<file path="src/rtl/ctrl_decode_pipe.sv">
// ctrl_decode_pipe: single-entry decode stage between IF and EX.
// Decodes the RV32 opcode into registered control bits and register fields.
// It inserts a bubble on a load-use hazard and counts stall cycles.
// Optional feature macro: CTRL_AMO_EN (decode opcode 0101111 as AMO).
module ctrl_decode_pipe #(
    parameter int PC_W       = 32,
    parameter int REG_ADDR_W = 5,
    parameter int CNT_W      = 16
) (
    input  logic                  clk,
    input  logic                  rst_n,
    input  logic                  in_valid,
    output logic                  in_ready,
    input  logic [31:0]           in_instr,
    input  logic [PC_W-1:0]       in_pc,
    input  logic                  flush,
    input  logic                  cnt_clr,
    output logic                  out_valid,
    input  logic                  out_ready,
    output logic                  out_jal,
    output logic                  out_jalr,
    output logic                  out_branch,
    output logic                  out_mem_read,
    output logic                  out_mem_to_reg,
    output logic                  out_mem_write,
    output logic                  out_alu_src,
    output logic                  out_reg_write,
    output logic                  out_illegal,
    output logic [1:0]            out_alu_op,
    output logic [REG_ADDR_W-1:0] out_rd,
    output logic [REG_ADDR_W-1:0] out_rs1,
    output logic [REG_ADDR_W-1:0] out_rs2,
    output logic [PC_W-1:0]       out_pc,
    output logic [CNT_W-1:0]      stall_cnt
);

    localparam logic [6:0] OP_LOAD   = 7'b0000011;
    localparam logic [6:0] OP_STORE  = 7'b0100011;
    localparam logic [6:0] OP_BRANCH = 7'b1100011;
    localparam logic [6:0] OP_R      = 7'b0110011;
    localparam logic [6:0] OP_IALU   = 7'b0010011;
    localparam logic [6:0] OP_JAL    = 7'b1101111;
    localparam logic [6:0] OP_JALR   = 7'b1100111;
    localparam logic [6:0] OP_LUI    = 7'b0110111;
    localparam logic [6:0] OP_AUIPC  = 7'b0010111;
`ifdef CTRL_AMO_EN
    localparam logic [6:0] OP_AMO    = 7'b0101111;
`endif

    logic [6:0] opcode_s;
    logic       raw_jal_s, raw_jalr_s, raw_branch_s, raw_mem_read_s, raw_mem_to_reg_s;
    logic       raw_mem_write_s, raw_alu_src_s, raw_reg_write_s;
    logic [1:0] raw_alu_op_s;
    logic       raw_rs1_used_s, raw_rs2_used_s, opc_bad_s, field_bad_s, illegal_s;
    logic       rs1_used_s, rs2_used_s;
    logic [REG_ADDR_W-1:0] rd_s, rs1_s, rs2_s, rd_idx_s, rs1_idx_s, rs2_idx_s;
    logic       advance_s, hazard_s, xfer_s, stall_inc_s;
    logic       unused_bits_s;

    assign opcode_s      = in_instr[6:0];
    assign rd_idx_s      = in_instr[7 +: REG_ADDR_W];
    assign rs1_idx_s     = in_instr[15 +: REG_ADDR_W];
    assign rs2_idx_s     = in_instr[20 +: REG_ADDR_W];
    assign unused_bits_s = ^{in_instr[31:25], in_instr[14:12]};

    // Opcode decode into raw control bits and register-use flags
    always_comb begin
        raw_jal_s        = 1'b0;
        raw_jalr_s       = 1'b0;
        raw_branch_s     = 1'b0;
        raw_mem_read_s   = 1'b0;
        raw_mem_to_reg_s = 1'b0;
        raw_mem_write_s  = 1'b0;
        raw_alu_src_s    = 1'b0;
        raw_reg_write_s  = 1'b0;
        raw_alu_op_s     = 2'b00;
        raw_rs1_used_s   = 1'b0;
        raw_rs2_used_s   = 1'b0;
        opc_bad_s        = 1'b0;
        case (opcode_s)
            OP_LOAD: begin
                raw_mem_read_s = 1'b1; raw_mem_to_reg_s = 1'b1; raw_reg_write_s = 1'b1;
                raw_alu_src_s  = 1'b1; raw_rs1_used_s = 1'b1;
            end
            OP_STORE: begin
                raw_mem_write_s = 1'b1; raw_alu_src_s = 1'b1;
                raw_rs1_used_s  = 1'b1; raw_rs2_used_s = 1'b1;
            end
            OP_BRANCH: begin
                raw_branch_s   = 1'b1; raw_alu_op_s = 2'b01;
                raw_rs1_used_s = 1'b1; raw_rs2_used_s = 1'b1;
            end
            OP_R: begin
                raw_reg_write_s = 1'b1; raw_alu_op_s = 2'b10;
                raw_rs1_used_s  = 1'b1; raw_rs2_used_s = 1'b1;
            end
            OP_IALU: begin
                raw_reg_write_s = 1'b1; raw_alu_src_s = 1'b1; raw_alu_op_s = 2'b10;
                raw_rs1_used_s  = 1'b1;
            end
            OP_JAL: begin
                raw_jal_s = 1'b1; raw_reg_write_s = 1'b1; raw_alu_src_s = 1'b1;
                raw_alu_op_s = 2'b10;
            end
            OP_JALR: begin
                raw_jalr_s = 1'b1; raw_reg_write_s = 1'b1; raw_alu_src_s = 1'b1;
                raw_alu_op_s = 2'b10; raw_rs1_used_s = 1'b1;
            end
            OP_LUI: begin
                raw_reg_write_s = 1'b1; raw_alu_src_s = 1'b1; raw_alu_op_s = 2'b11;
            end
            OP_AUIPC: begin
                raw_reg_write_s = 1'b1; raw_alu_src_s = 1'b1; raw_alu_op_s = 2'b00;
            end
`ifdef CTRL_AMO_EN
            OP_AMO: begin
                raw_reg_write_s = 1'b1; raw_mem_read_s = 1'b1; raw_mem_write_s = 1'b1;
                raw_mem_to_reg_s = 1'b1; raw_rs1_used_s = 1'b1; raw_rs2_used_s = 1'b1;
            end
`endif
            default: opc_bad_s = 1'b1;
        endcase
    end

    // RV32E build: a used register field naming x16..x31 is illegal
    always_comb begin
        if (REG_ADDR_W < 5) begin
            field_bad_s = (raw_reg_write_s & in_instr[11]) |
                          (raw_rs1_used_s  & in_instr[19]) |
                          (raw_rs2_used_s  & in_instr[24]);
        end else begin
            field_bad_s = 1'b0;
        end
    end

    assign illegal_s  = opc_bad_s | field_bad_s;
    assign rs1_used_s = raw_rs1_used_s & ~illegal_s;
    assign rs2_used_s = raw_rs2_used_s & ~illegal_s;
    assign rd_s       = (raw_reg_write_s & ~illegal_s) ? rd_idx_s  : '0;
    assign rs1_s      = rs1_used_s                     ? rs1_idx_s : '0;
    assign rs2_s      = rs2_used_s                     ? rs2_idx_s : '0;

    assign advance_s   = ~out_valid | out_ready;
    assign hazard_s    = out_valid & out_mem_read & (out_rd != '0) &
                         ((rs1_used_s & (rs1_idx_s == out_rd)) |
                          (rs2_used_s & (rs2_idx_s == out_rd)));
    assign in_ready    = rst_n & advance_s & ~hazard_s & ~flush;
    assign xfer_s      = in_valid & in_ready;
    assign stall_inc_s = in_valid & advance_s & hazard_s & ~flush;

    // Decode pipeline register: flush clears, advance loads or bubbles, else hold
    always_ff @(posedge clk or negedge rst_n) begin
        if (!rst_n) begin
            out_valid <= 1'b0; out_jal <= 1'b0; out_jalr <= 1'b0; out_branch <= 1'b0;
            out_mem_read <= 1'b0; out_mem_to_reg <= 1'b0; out_mem_write <= 1'b0;
            out_alu_src <= 1'b0; out_reg_write <= 1'b0; out_illegal <= 1'b0;
            out_alu_op <= 2'b00; out_rd <= '0; out_rs1 <= '0; out_rs2 <= '0; out_pc <= '0;
        end else if (flush || (advance_s && !xfer_s)) begin
            out_valid <= 1'b0; out_jal <= 1'b0; out_jalr <= 1'b0; out_branch <= 1'b0;
            out_mem_read <= 1'b0; out_mem_to_reg <= 1'b0; out_mem_write <= 1'b0;
            out_alu_src <= 1'b0; out_reg_write <= 1'b0; out_illegal <= 1'b0;
            out_alu_op <= 2'b00;
        end else if (advance_s) begin
            out_valid      <= 1'b1;
            out_jal        <= raw_jal_s        & ~illegal_s;
            out_jalr       <= raw_jalr_s       & ~illegal_s;
            out_branch     <= raw_branch_s     & ~illegal_s;
            out_mem_read   <= raw_mem_read_s   & ~illegal_s;
            out_mem_to_reg <= raw_mem_to_reg_s & ~illegal_s;
            out_mem_write  <= raw_mem_write_s  & ~illegal_s;
            out_alu_src    <= raw_alu_src_s    & ~illegal_s;
            out_reg_write  <= raw_reg_write_s  & ~illegal_s;
            out_illegal    <= illegal_s;
            out_alu_op     <= illegal_s ? 2'b00 : raw_alu_op_s;
            out_rd         <= rd_s;
            out_rs1        <= rs1_s;
            out_rs2        <= rs2_s;
            out_pc         <= in_pc;
        end else begin
            out_valid <= out_valid;
        end
    end

    // Load-use stall counter: clear wins, otherwise saturating increment
    always_ff @(posedge clk or negedge rst_n) begin
        if (!rst_n) begin
            stall_cnt <= '0;
        end else if (cnt_clr) begin
            stall_cnt <= '0;
        end else if (stall_inc_s && (stall_cnt != {CNT_W{1'b1}})) begin
            stall_cnt <= stall_cnt + CNT_W'(1);
        end else begin
            stall_cnt <= stall_cnt;
        end
    end

endmodule

</file>
<file path="config.mk">
export PLATFORM = sky130hd
export DESIGN_NAME = ctrl_decode_pipe
export DESIGN_NICKNAME = d
export VERILOG_FILES = /design/src/rtl/ctrl_decode_pipe.sv
export SDC_FILE = /design/constraint.sdc
export NUM_CORES = 1
export LEC_CHECK = 0
export ABC_AREA = 1
export BUFFER_PORTS_ARGS = -buffer_cell sky130_fd_sc_hd__buf_2
export CORE_ASPECT_RATIO = 0.8
export CORE_MARGIN = 8
export CORE_UTILIZATION = 45
export DETAILED_ROUTE_END_ITERATION = 10
export GPL_TIMING_DRIVEN = 0
export PLACE_DENSITY = 0.82
export SYNTH_ARGS = -nofsm -noshare
export SYNTH_HDL_FRONTEND = slang
export SYNTH_SLANG_ARGS = --single-unit
</file>
<file path="constraint.sdc">
create_clock -name clk -period 1.65 [get_ports clk]
set_input_delay 0.2475 -clock clk [delete_from_list [all_inputs] [get_ports clk]]
set_output_delay 0.2475 -clock clk [all_outputs]
set_load 0.005 [all_outputs]
</file>
==> results.py <==
metrics = {
    "sta": {
        "finalMaxSlewViolations": 0,
        "layout_setup_ws_ns": -0.265,
        "hold_ws_ns": -0.0896,
        "period_needed_ns": 1.91,
        "rsz0062_at_grt": "yes",
        "finalHoldViolations": 47,
        "worst_pin_slew_ns": 0.541,
        "report.final.setup_viol": 72,
        "relSlewSlack": 0.640,
        "worst_clock_skew_ns": 0.0129,
        "period_share": 1.16,
        "max_freq_mhz": 522,
    },
    "synthesis": {
        "seq_area_frac_synth": 0.484,
        "syn_inst": 480,
        "syn_area_per_cell_um2": 7.97,
        "syn_area_mm2": 0.00382,
        "yosysWarnings": 0,
        "synth_cell_types": 31,
        "synth_nets": 551,
        "ys_seq_elements": 74,
    },
    "cells_and_area": {
        "final.fill_count": 621,
        "multiInputGateArea_mm2": 0.00203,
        "synthToLayoutAreaGrowth_pct": 57.3,
        "n_antenna_cell": 0,
        "layout-drive-gt1-share": 0.510,
        "finalNonFillerCells": 790,
        "design_area_mm2": 0.00601,
        "layout.nets": 745,
        "register_area_mm2": 0.00186,
        "top_regs": "out_pc x32, stall_cnt x16",
        "largest_reg_flops": 32,
        "post-route-util": 0.719,
        "largest-register": "out_pc",
    },
    "critical_path": {
        "rr_worst_depth": 15,
        "cp_top_family": "simple AND/OR/NAND/NOR gates",
        "worstSetupStartpointType": "flop",
        "path_max_fanout": 7,
        "slowest_stage": "dfrtp_2",
        "crit_path_end_kind": "flop",
        "timing.rr.start": "out_rd[0]",
        "cp_slowest_stage_delay_ns": 0.45,
        "required_ns": 1.91,
        "path_buf_inv": 5,
        "rrSetupSlack_ns": -0.26,
        "cp.arrival_ns": 2.18,
        "crit_chain": "inv_2 -> nand2_1 -> nand2_1 -> nand2_1 -> nor2_2 -> nand3_2 -> nand2_4 -> nand2_4 -> buf_6 -> nand3_4 -> buf_12 -> buf_12 -> buf_8 -> nand2_4 -> o21ai_2",
        "worst-setup-path-type": "flop to flop",
        "reg2reg_to": "out_rs1[0]",
        "critPathLaunch": "out_rd[0]",
    },
    "clocking": {
        "hold_buffers": 3,
        "cts_buffers": 9,
        "htreeDepth": 3,
        "cts-root-buf": "clkbuf_8",
        "cts_max_path_buffers": 2,
        "worstSkewPairLatency_ns": 0.34,
        "cts_tree": "done",
        "numClockSinks": 74,
        "clk_pin_slew_ns": 0.08,
    },
    "status": {
        "violations": "negative hold slack, negative setup slack",
        "outcome": "finished, violations left",
    },
    "global_routing": {
        "grt_pass1_wl_um": 19300,
        "grt_antenna_before_repair": 0,
        "grt_max_degree": 51,
        "grt_overflow": 0,
        "grt_pass1_vias": 4028,
        "grtUsageTotal": 0.200,
    },
    "worst_hold_path": {
        "hp-class": "input pin to asynchronous set/reset pin",
    },
    "floorplan": {
        "initial_utilization": 0.457,
        "fp.dieH_um": 98.4,
        "core_area_mm2": 0.00837,
        "fp.dieW_um": 119,
        "ios": 146,
        "num_rows": 30,
        "dieArea_mm2": 0.0117,
    },
    "power": {
        "power_density_mw_per_mm2": 759,
        "ir_drop_v": 0.000645,
        "power_uw": 4560,
        "p_leak_uw": 0.00320,
    },
    "place": {
        "place_area_mm2": 0.00466,
        "dp.cells": 727,
        "routabilityCongestion": 0.899,
        "place_hpwl_um": 8070,
        "io_buffer_count": 134,
    },
    "detailed_routing": {
        "post_drt_via_cell_ratio": 5.00,
        "post_drt_wl_per_cell_um": 16.3,
        "drc": 0,
        "finalWirelength_um": 12800,
        "ant_nets": 0,
        "drt_iter0_markers": 188,
        "vias": 3953,
        "firstDrtPassIters": 5,
    },
    "flow_run": {
        "maxCapViolations": 0,
    },
}
-- where the power goes --
part	switching, uW	internal, uW	total, uW
combinational	468	469	937
sequential	128	1970	2090
clock	695	836	1530
-- worst register-to-register path, stage by stage (launching register included) --
cell     delay (ns)
dfrtp_2        0.45
inv_2          0.07
nand2_1        0.06
nand2_1        0.08
nand2_1        0.07
nor2_2         0.10
nand3_2        0.10
nand2_4        0.11
nand2_4        0.05
buf_6          0.12
nand3_4        0.11
buf_12         0.16
buf_12         0.12
buf_8          0.13
nand2_4        0.05
o21ai_2        0.07
-- metrics by stage --
stage          setup TNS, ns  hold WS [ns]  setup slack [ns]
6_report              -12.30       -0.0896            -0.265
3_3_place_gp          -58.29         0.463            -0.788
3_5_place_dp          -13.22         0.206            -0.291
4_1_cts                -8.50        -0.101            -0.203
5_1_grt               -19.20       -0.0955            -0.348
2_1_floorplan              0       -0.0481            0.0186
-- logic make-up after synthesis --
group	count (synthesis)	share of synthesized area
compound gates	63	0.0903
xor+xnor	17	0.0389
fa+ha+maj	1	0.00327
buf+inv	81	0.104
flops	74	0.484
simple gates	244	0.279
-- layer usage --
layer	vias to the layer above	track usage	share of wire
li1	1890	-	-
met1	1882	0.240	0.41
met2	163	0.350	0.51
met3	18	0.0531	0.063
met4	0	0.0446	0.016
met5	-	0	0
-- synthesized netlist by cell type --
master    number  share of area
ha_1           1         0.0033
buf_12         1         0.0052
o21ai_2        3         0.0069
buf_6          9          0.027
a21oi_4        1         0.0043
nand2_1      140           0.14
inv_2          5         0.0049
a21oi_1        3         0.0039
clkinv_1       2         0.0020
dfrtp_1       74           0.48
nor2_2         2         0.0033
nor2_1        42          0.041
nand2_4        3         0.0088
nand3_4        1         0.0046
nand3_1       39          0.051
xnor2_1        4         0.0092
o21ai_1       42          0.055
nor3_2         2         0.0052
nand4_1        5         0.0082
o21bai_1       3         0.0059
nor3b_1        1         0.0020
nor4_1         1         0.0016
xor2_1        13          0.030
clkbuf_2       1         0.0013
nor3_1         3         0.0039
o21ai_0       11          0.014
buf_4          2         0.0039
inv_1         57          0.056
nand2_2        4         0.0065
nand4_4        1         0.0056
clkbuf_1       4         0.0039
-- layout by cell type (no fill, tap or decap), types with 3 or more instances in the layout --
cell,synthesis,layout
buf_2,0,133
nand2_1,140,91
dfrtp_1,74,69
inv_1,57,54
o21ai_2,3,45
nand3_1,39,36
nor2_1,42,36
nand2_2,4,33
nand2_4,3,23
buf_4,2,20
buf_6,9,19
xor2_1,13,13
buf_12,1,9
o21ai_1,42,9
clkbuf_8,0,9
inv_2,5,8
buf_8,0,8
nor2_2,2,6
nand4_1,5,5
dfrtp_2,0,5
buf_16,0,4
xnor2_1,4,3
nor3_2,2,3
nand3_2,0,3
a21oi_1,3,3
clkbuf_16,0,3
clkbuf_1,4,3
o21bai_1,3,3
clkinv_2,0,3
-- worst max path at each step --
stage              endpoint  cells after the start  slack [ns]
2_1_floorplan  stall_cnt[4]                      9        0.02
3_3_place_gp      out_pc[6]                      6       -0.79
3_5_place_dp   stall_cnt[4]                      9       -0.29
4_1_cts            in_ready                     11       -0.20
5_1_grt          out_rs1[0]                     14       -0.35
6_report         out_rs1[0]                     15       -0.26
-- repair_timing --
action / CTS / global route
cloned: 9 / 2
setup endpoints to repair: 71 / 75
pin swaps: 14 / 12
gates resized for setup: 79 / 117
hold endpoints to repair: 27 / 47
buffers inserted: 28 / 15
-- layout make-up --
cell class	instances	area share
flip-flops and latches	74	0.309
plain buffers	15	0.0335
repair buffers	185	0.222
clock buffers	9	0.0206
clock inverters	6	0.0137
inverters	64	0.0399
multi-input cells	325	0.338
well taps	112	0.0233
Power figures use the tool's default switching activity.
